==> src/rtl/spi_pkg.sv <==
// rtl/spi_pkg.sv - shared constants for the 9-bit display SPI link
// Purpose: default word geometry, idle pin levels and DC flag encodings
//          used by the SPI receive path.
// Ports:   none (package).
package spi_pkg;

  localparam int DEF_DATA_SIZE = 9;
  localparam int PAYLOAD_BITS  = 8;
  localparam int DC_BIT        = DEF_DATA_SIZE - 1;

  // Levels the pins rest at while the link is idle; synchronizers reset to these
  // so that reset release never looks like an edge.
  localparam logic SCK_IDLE = 1'b0;
  localparam logic CS_IDLE  = 1'b1;
  localparam logic DC_IDLE  = 1'b1;

  localparam logic DC_CMD  = 1'b0;
  localparam logic DC_DATA = 1'b1;

endpackage

==> src/rtl/spi_sync_edge.sv <==
// rtl/spi_sync_edge.sv - multi-flop synchronizer with rise/fall detection
// Purpose: brings one asynchronous pin into the clk domain and flags its edges.
// Ports:
//   clk     in   system clock
//   rst_n   in   asynchronous active-low reset (flops take RESET_VAL)
//   din_i   in   asynchronous pin
//   level_o out  synchronized level
//   rise_o  out  one-clk pulse on a synchronized 0->1 transition
//   fall_o  out  one-clk pulse on a synchronized 1->0 transition
module spi_sync_edge #(
  parameter int   SYNC_STAGES = 2,
  parameter logic RESET_VAL   = 1'b0
) (
  input  logic clk,
  input  logic rst_n,
  input  logic din_i,
  output logic level_o,
  output logic rise_o,
  output logic fall_o
);

  logic [SYNC_STAGES-1:0] sync_q;
  logic                   dly_q;

  always_ff @(posedge clk or negedge rst_n) begin
    if (!rst_n) begin
      sync_q <= {SYNC_STAGES{RESET_VAL}};
      dly_q  <= RESET_VAL;
    end else begin
      sync_q <= {sync_q[SYNC_STAGES-2:0], din_i};
      dly_q  <= sync_q[SYNC_STAGES-1];
    end
  end

  assign level_o = sync_q[SYNC_STAGES-1];
  assign rise_o  = level_o & ~dly_q;
  assign fall_o  = ~level_o & dly_q;

endmodule

==> src/rtl/spi_slave_rx.sv <==
// rtl/spi_slave_rx.sv - oversampling receive end of the 9-bit display SPI link
// Purpose: oversamples spi_sck/mosi/dc/cs in the clk domain, rebuilds each
//          word as {dc, payload} MSB first, and holds it on a valid/ready port.
// Optional build macro: SPI_SLAVE_FRAME_ERR_EN enables aborted-frame detection.
// Ports:
//   clk       in   system clock (>= 4x spi_sck)
//   rst       in   asynchronous active-low reset
//   spi_sck   in   SPI clock, data sampled on rising edge
//   spi_mosi  in   serial data, MSB first
//   spi_dc    in   data/command flag, sampled with the last bit
//   spi_cs    in   chip select, active low
//   rx_data   out  received word {dc, payload}
//   rx_valid  out  rx_data holds an unread word
//   rx_ready  in   consumer accepts when rx_valid & rx_ready
//   overrun   out  one-clk pulse when a completed word is dropped
//   frame_err out  one-clk pulse when cs rises mid-word (0 when compiled out)
//   busy      out  synchronized chip select is active
module spi_slave_rx
  import spi_pkg::*;
#(
  parameter int DATA_SIZE   = DEF_DATA_SIZE,
  parameter int SYNC_STAGES = 2
) (
  input  logic                 clk,
  input  logic                 rst,
  input  logic                 spi_sck,
  input  logic                 spi_mosi,
  input  logic                 spi_dc,
  input  logic                 spi_cs,
  output logic [DATA_SIZE-1:0] rx_data,
  output logic                 rx_valid,
  input  logic                 rx_ready,
  output logic                 overrun,
  output logic                 frame_err,
  output logic                 busy
);

  localparam int PL    = DATA_SIZE - 1;
  localparam int CNT_W = $clog2(PL);
  localparam logic [CNT_W-1:0] CNT_LAST = CNT_W'(PL - 1);

  logic sck_s, sck_rise, sck_fall;
  logic cs_s, cs_rise, cs_fall;
  logic mosi_s, mosi_rise, mosi_fall;
  logic dc_s, dc_rise, dc_fall;

  spi_sync_edge #(.SYNC_STAGES(SYNC_STAGES), .RESET_VAL(SCK_IDLE)) u_sck (
    .clk(clk), .rst_n(rst), .din_i(spi_sck),
    .level_o(sck_s), .rise_o(sck_rise), .fall_o(sck_fall)
  );
  spi_sync_edge #(.SYNC_STAGES(SYNC_STAGES), .RESET_VAL(CS_IDLE)) u_cs (
    .clk(clk), .rst_n(rst), .din_i(spi_cs),
    .level_o(cs_s), .rise_o(cs_rise), .fall_o(cs_fall)
  );
  spi_sync_edge #(.SYNC_STAGES(SYNC_STAGES), .RESET_VAL(1'b0)) u_mosi (
    .clk(clk), .rst_n(rst), .din_i(spi_mosi),
    .level_o(mosi_s), .rise_o(mosi_rise), .fall_o(mosi_fall)
  );
  spi_sync_edge #(.SYNC_STAGES(SYNC_STAGES), .RESET_VAL(DC_IDLE)) u_dc (
    .clk(clk), .rst_n(rst), .din_i(spi_dc),
    .level_o(dc_s), .rise_o(dc_rise), .fall_o(dc_fall)
  );

  // Edge flags not needed on this path; the sck level itself is only used
  // through its rise pulse.
  logic unused_edges;
  assign unused_edges = ^{sck_s, sck_fall, cs_fall, mosi_rise, mosi_fall, dc_rise, dc_fall};

  logic [CNT_W-1:0]     bit_cnt_q, bit_cnt_d;
  logic [PL-1:0]        shift_q, shift_d;
  logic [DATA_SIZE-1:0] rx_data_q, rx_data_d;
  logic                 rx_valid_q, rx_valid_d;
  logic                 overrun_q, overrun_d;
  logic                 capture;
  logic                 handshake;
  logic [DATA_SIZE-1:0] word;

  // The last bit goes straight into the word from the synchronizer, so the
  // capture does not wait for the shift register to update.
  assign word      = {dc_s, shift_q[PL-2:0], mosi_s};
  assign handshake = rx_valid_q & rx_ready;

  always_comb begin
    bit_cnt_d  = bit_cnt_q;
    shift_d    = shift_q;
    rx_data_d  = rx_data_q;
    rx_valid_d = rx_valid_q;
    overrun_d  = 1'b0;
    capture    = 1'b0;

    if (cs_rise) begin
      bit_cnt_d = '0;
      shift_d   = '0;
    end else if (sck_rise && !cs_s) begin
      shift_d = {shift_q[PL-2:0], mosi_s};
      if (bit_cnt_q == CNT_LAST) begin
        bit_cnt_d = '0;
        capture   = 1'b1;
      end else begin
        bit_cnt_d = bit_cnt_q + CNT_W'(1);
      end
    end

    // A handshake in the capture cycle frees the register, so the new word
    // replaces the consumed one without a drop.
    if (capture) begin
      if (!rx_valid_q || handshake) begin
        rx_data_d  = word;
        rx_valid_d = 1'b1;
      end else begin
        overrun_d = 1'b1;
      end
    end else if (handshake) begin
      rx_valid_d = 1'b0;
    end
  end

  always_ff @(posedge clk or negedge rst) begin
    if (!rst) begin
      bit_cnt_q  <= '0;
      shift_q    <= '0;
      rx_data_q  <= '0;
      rx_valid_q <= 1'b0;
      overrun_q  <= 1'b0;
    end else begin
      bit_cnt_q  <= bit_cnt_d;
      shift_q    <= shift_d;
      rx_data_q  <= rx_data_d;
      rx_valid_q <= rx_valid_d;
      overrun_q  <= overrun_d;
    end
  end

`ifdef SPI_SLAVE_FRAME_ERR_EN
  logic frame_err_q;

  always_ff @(posedge clk or negedge rst) begin
    if (!rst) begin
      frame_err_q <= 1'b0;
    end else begin
      frame_err_q <= cs_rise && (bit_cnt_q != '0);
    end
  end

  assign frame_err = frame_err_q;
`else
  assign frame_err = 1'b0;
`endif

  assign rx_data  = rx_data_q;
  assign rx_valid = rx_valid_q;
  assign overrun  = overrun_q;
  assign busy     = ~cs_s;

endmodule

==> config.mk <==
export PLATFORM = sky130hd
export DESIGN_NAME = spi_slave_rx
export DESIGN_NICKNAME = d
export VERILOG_FILES = /design/src/rtl/spi_pkg.sv /design/src/rtl/spi_sync_edge.sv /design/src/rtl/spi_slave_rx.sv
export SDC_FILE = /design/constraint.sdc
export NUM_CORES = 1
export LEC_CHECK = 0
export ABC_AREA = 1
export BUFFER_PORTS_ARGS = -buffer_cell sky130_fd_sc_hd__buf_2
export CORE_MARGIN = 2
export CORE_UTILIZATION = 50
export CTS_CLUSTER_SIZE = 40
export DETAILED_ROUTE_END_ITERATION = 10
export GPL_ROUTABILITY_DRIVEN = 1
export PLACE_DENSITY = 0.72
export SETUP_SLACK_MARGIN = 0.05
export SYNTH_ARGS = -nofsm -noshare
export SYNTH_HDL_FRONTEND = slang
export SYNTH_SLANG_ARGS = --single-unit
==> constraint.sdc <==
create_clock -name clk -period 1.3 [get_ports clk]
set_input_delay 0.13 -clock clk [delete_from_list [all_inputs] [get_ports clk]]
set_output_delay 0.13 -clock clk [all_outputs]
set_load 0.05 [all_outputs]
==> key figures <==
Status
  – Status: complete, no violations

Worst setup path
  – Data arrival time of the critical path: 1.09 ns
  – Crit path max fanout: 3
  – Required @ worst endpoint: 1.17 ns
  – Crit-path slowest cell: dfstp_2
  – Critical Path Max Stage Delay: 0.56 ns
  – CP Cell Sequence: inv_2, buf_6
  – Setup crit end kind: output port
  – Worst reg2reg setup slack: 0.12 ns
  – Startpoint types: flop
  – Critical setup path kind: flop to output port

Layout
  – Most frequent cells in the layout: 26 x dfrtp_1, 25 x nand2_1, 17 x buf_2
  – Multi-input logic area: 365 um2
  – Diode count: 0
  – FF+latch area: 782 um2
  – Area growth, synth to finish: 23.5%
  – Fin nets: 148
  – Filler Cell Count: 201
  – Most common cell after layout, fill and taps aside: dfrtp_1
  – Share of cells above drive strength 1: 34.3%

Global route
  – Initial antenna violation count: 0
  – Pin count of the biggest net entering global routing: 32
  – Number of global-route vias before repair: 798
  – First-pass GRT wire length: 3.64 mm
  – Grt total ovfl: 0
  – Gr usage total: 19.2%

Synth
  – Mapped Area: 1190 um2
  – Avg Inst Size Synth: 11.1 um2
  – Syn Nets: 116
  – Synth top area cells: dfrtp_1 55%, dfstp_2 11%, nand2_1 8.5%
  – Synth warnings: 0
  – Flops & latches, synth: 31
  – Seq/Total Area, Yosys: 65.6%
  – Gate Count Post-Synth: 107
  – Top-area cell type share of the netlist area: 54.6%
  – Yosys cell types: 21
  – Synth area leader: dfrtp_1

Floorplanning
  – Starting Density: 53.4%
  – Core area: 2230 um2
  – IO Count: 20
  – Row cnt: 17
  – Die width: 52.8 um
  – Die Span Y: 52.8 um
  – Die ar.: 2790 um2

Clocking
  – CTS tree: done
  – Clock Sinks: 31
  – CTS root buffer: clkbuf_4
  – Clk_lat worst skew: 0.33 ns
  – Clock Tree Buf Depth: 2
  – Clock transition at path regs: 0.09 ns
  – Cts bufs inserted: 5
  – # H-tree levels: 2

Placed design
  – Port Buffer Count: 18
  – RePlAce Congestion: 0.789
  – Post-DP HPWL: 1.38 mm

Power
  – Power Dens Cells: 1120 nW/um2
  – Switch Pwr: 0.400 mW
  – Reg power frac: 61.5%
  – Internal Pwr Total: 1.25 mW
  – Switching portion of total power: 24.2%
  – Static Leak: 0.764 nW
  – VDD IR max: 0.860 mV
  – Clock Power Share: 31.3%
  – Gate power share: 7.2%

STA
  – Final period util: 94.0%
  – Layout Skew: 0.00865 ns
  – FMAX: 819 MHz
  – Unrepaired setup endpoints after global routing: yes
  – Final Hold Fails: 0
  – Final setup violation count: 0
  – Post-route minimum period: 1.22 ns
  – Fin Setup TNS: 0 ns
  – Pins Over Slew Limit: 0
  – Hold_ws: 0.331 ns

Drt
  – Routed WL per cell: 12.5 um
  – 1st-iter DRT viols: 12
  – DR pass1 iterations: 4
  – WL final: 2.10 mm
  – ANT nets after route: 0
  – # DRC: 0
  – Routed vias: 816
  – DR vias/cell: 4.86

Min path
  – Min-Delay Path Class: input port to asynchronous set/reset pin

Flow run
  – Maxcap violations: 0
==> critical path: cells and delay by family (launching register included) <==
kind / cells / cell delay, ns
buffers and inverters: 2 / 0.21
DFF: 1 / 0.56
==> stage by stage <==
step / util, % / power, mW / cells / setup slack, ns / area, um2
2_1_floorplan: - / 1.09 / 107 / 0.0522 / 1190
3_3_place_gp: 58.8 / 1.13 / 153 / 0.0401 / 1310
3_5_place_dp: 58.8 / 1.13 / 153 / 0.00176 / 1310
4_1_cts: 64.0 / 1.66 / 167 / 0.0484 / 1430
5_1_grt: 65.9 / 1.75 / 168 / 0.0250 / 1470
6_report: 65.9 / 1.65 / 168 / 0.0784 / 1470
==> synth_stat cells (all sizes together) <==
library cell  instances
nand2                28
dfrtp                26
inv                  12
nand4                11
nand3                 6
buf                   5
dfstp                 5
o22ai                 5
nor2                  3
ha                    2
o21ai                 2
conb                  1
nor3                  1
==> final timing paths <==
check,from,endpoint,depth (start not counted)
hold / removal,rst,bit_cnt_q[2],3
min in group clk,rx_ready,rx_valid,5
setup reg to reg,bit_cnt_q[0],rx_data[3],5
hold reg to reg,u_sck.sync_q[0],u_sck.sync_q[1],0
max in group asynchronous,rst,u_dc.sync_q[1],3
setup / recovery,u_cs.sync_q[1],busy,2
==> registers in the layout, indices dropped and copies added (netlist names) <==
register,cells
bit_cnt_q,3
overrun,1
rx_data,9
rx_valid,1
shift_q,7
u_cs.dly_q,1
u_cs.sync_q,2
u_dc.sync_q,2
u_mosi.sync_q,2
u_sck.dly_q,1
u_sck.sync_q,2
==> power by group through the flow <==
stage	registers (mW)	logic, mW	clock network [mW]
5_1_grt	1.02	0.136	0.591
3_5_place_dp	1.04	0.0971	0
6_report	1.02	0.119	0.517
3_3_place_gp	1.03	0.0950	0
2_1_floorplan	1.03	0.0617	0
4_1_cts	1.02	0.115	0.526
==> per-layer routing <==
layer	global-route usage, %	part of all wire (%)	wire length [um]
met3	6.86	4.8	101
met5	0	0	0
met2	27.1	44	927
met4	11.5	2.3	49
met1	25.1	49	1020
==> logic make-up after synthesis <==
logic type,synth area share (%)
AOI/OAI and AO/OA,3.46
adders and majority gates,2.10
buffers and inverters,7.34
DFF,65.6
other,0.314
and+or+nand+nor,21.2
==> cell type report <==
class	instances	share of cell area, %
clock buffer	7	3.06
clock inverter	1	0.340
inverter	12	3.06
multi-input combinational	60	24.8
sequential	31	53.1
tap	28	2.38
timing repair buffer	29	13.3
==> repair_timing <==
| action | 4_1_cts | 5_1_grt |
|---|---|---|
| buffers inserted | 1 | 0 |
| pin swaps | 0 | 2 |
| resized for setup | 3 | 7 |
| gates cloned | 0 | 1 |
| setup endpoints to repair | 11 | 18 |
| endpoints found under the hold margin | 30 | 0 |
| hold buffers | 5 | 0 |
No activity file was read; power rests on OpenSTA's default activity.
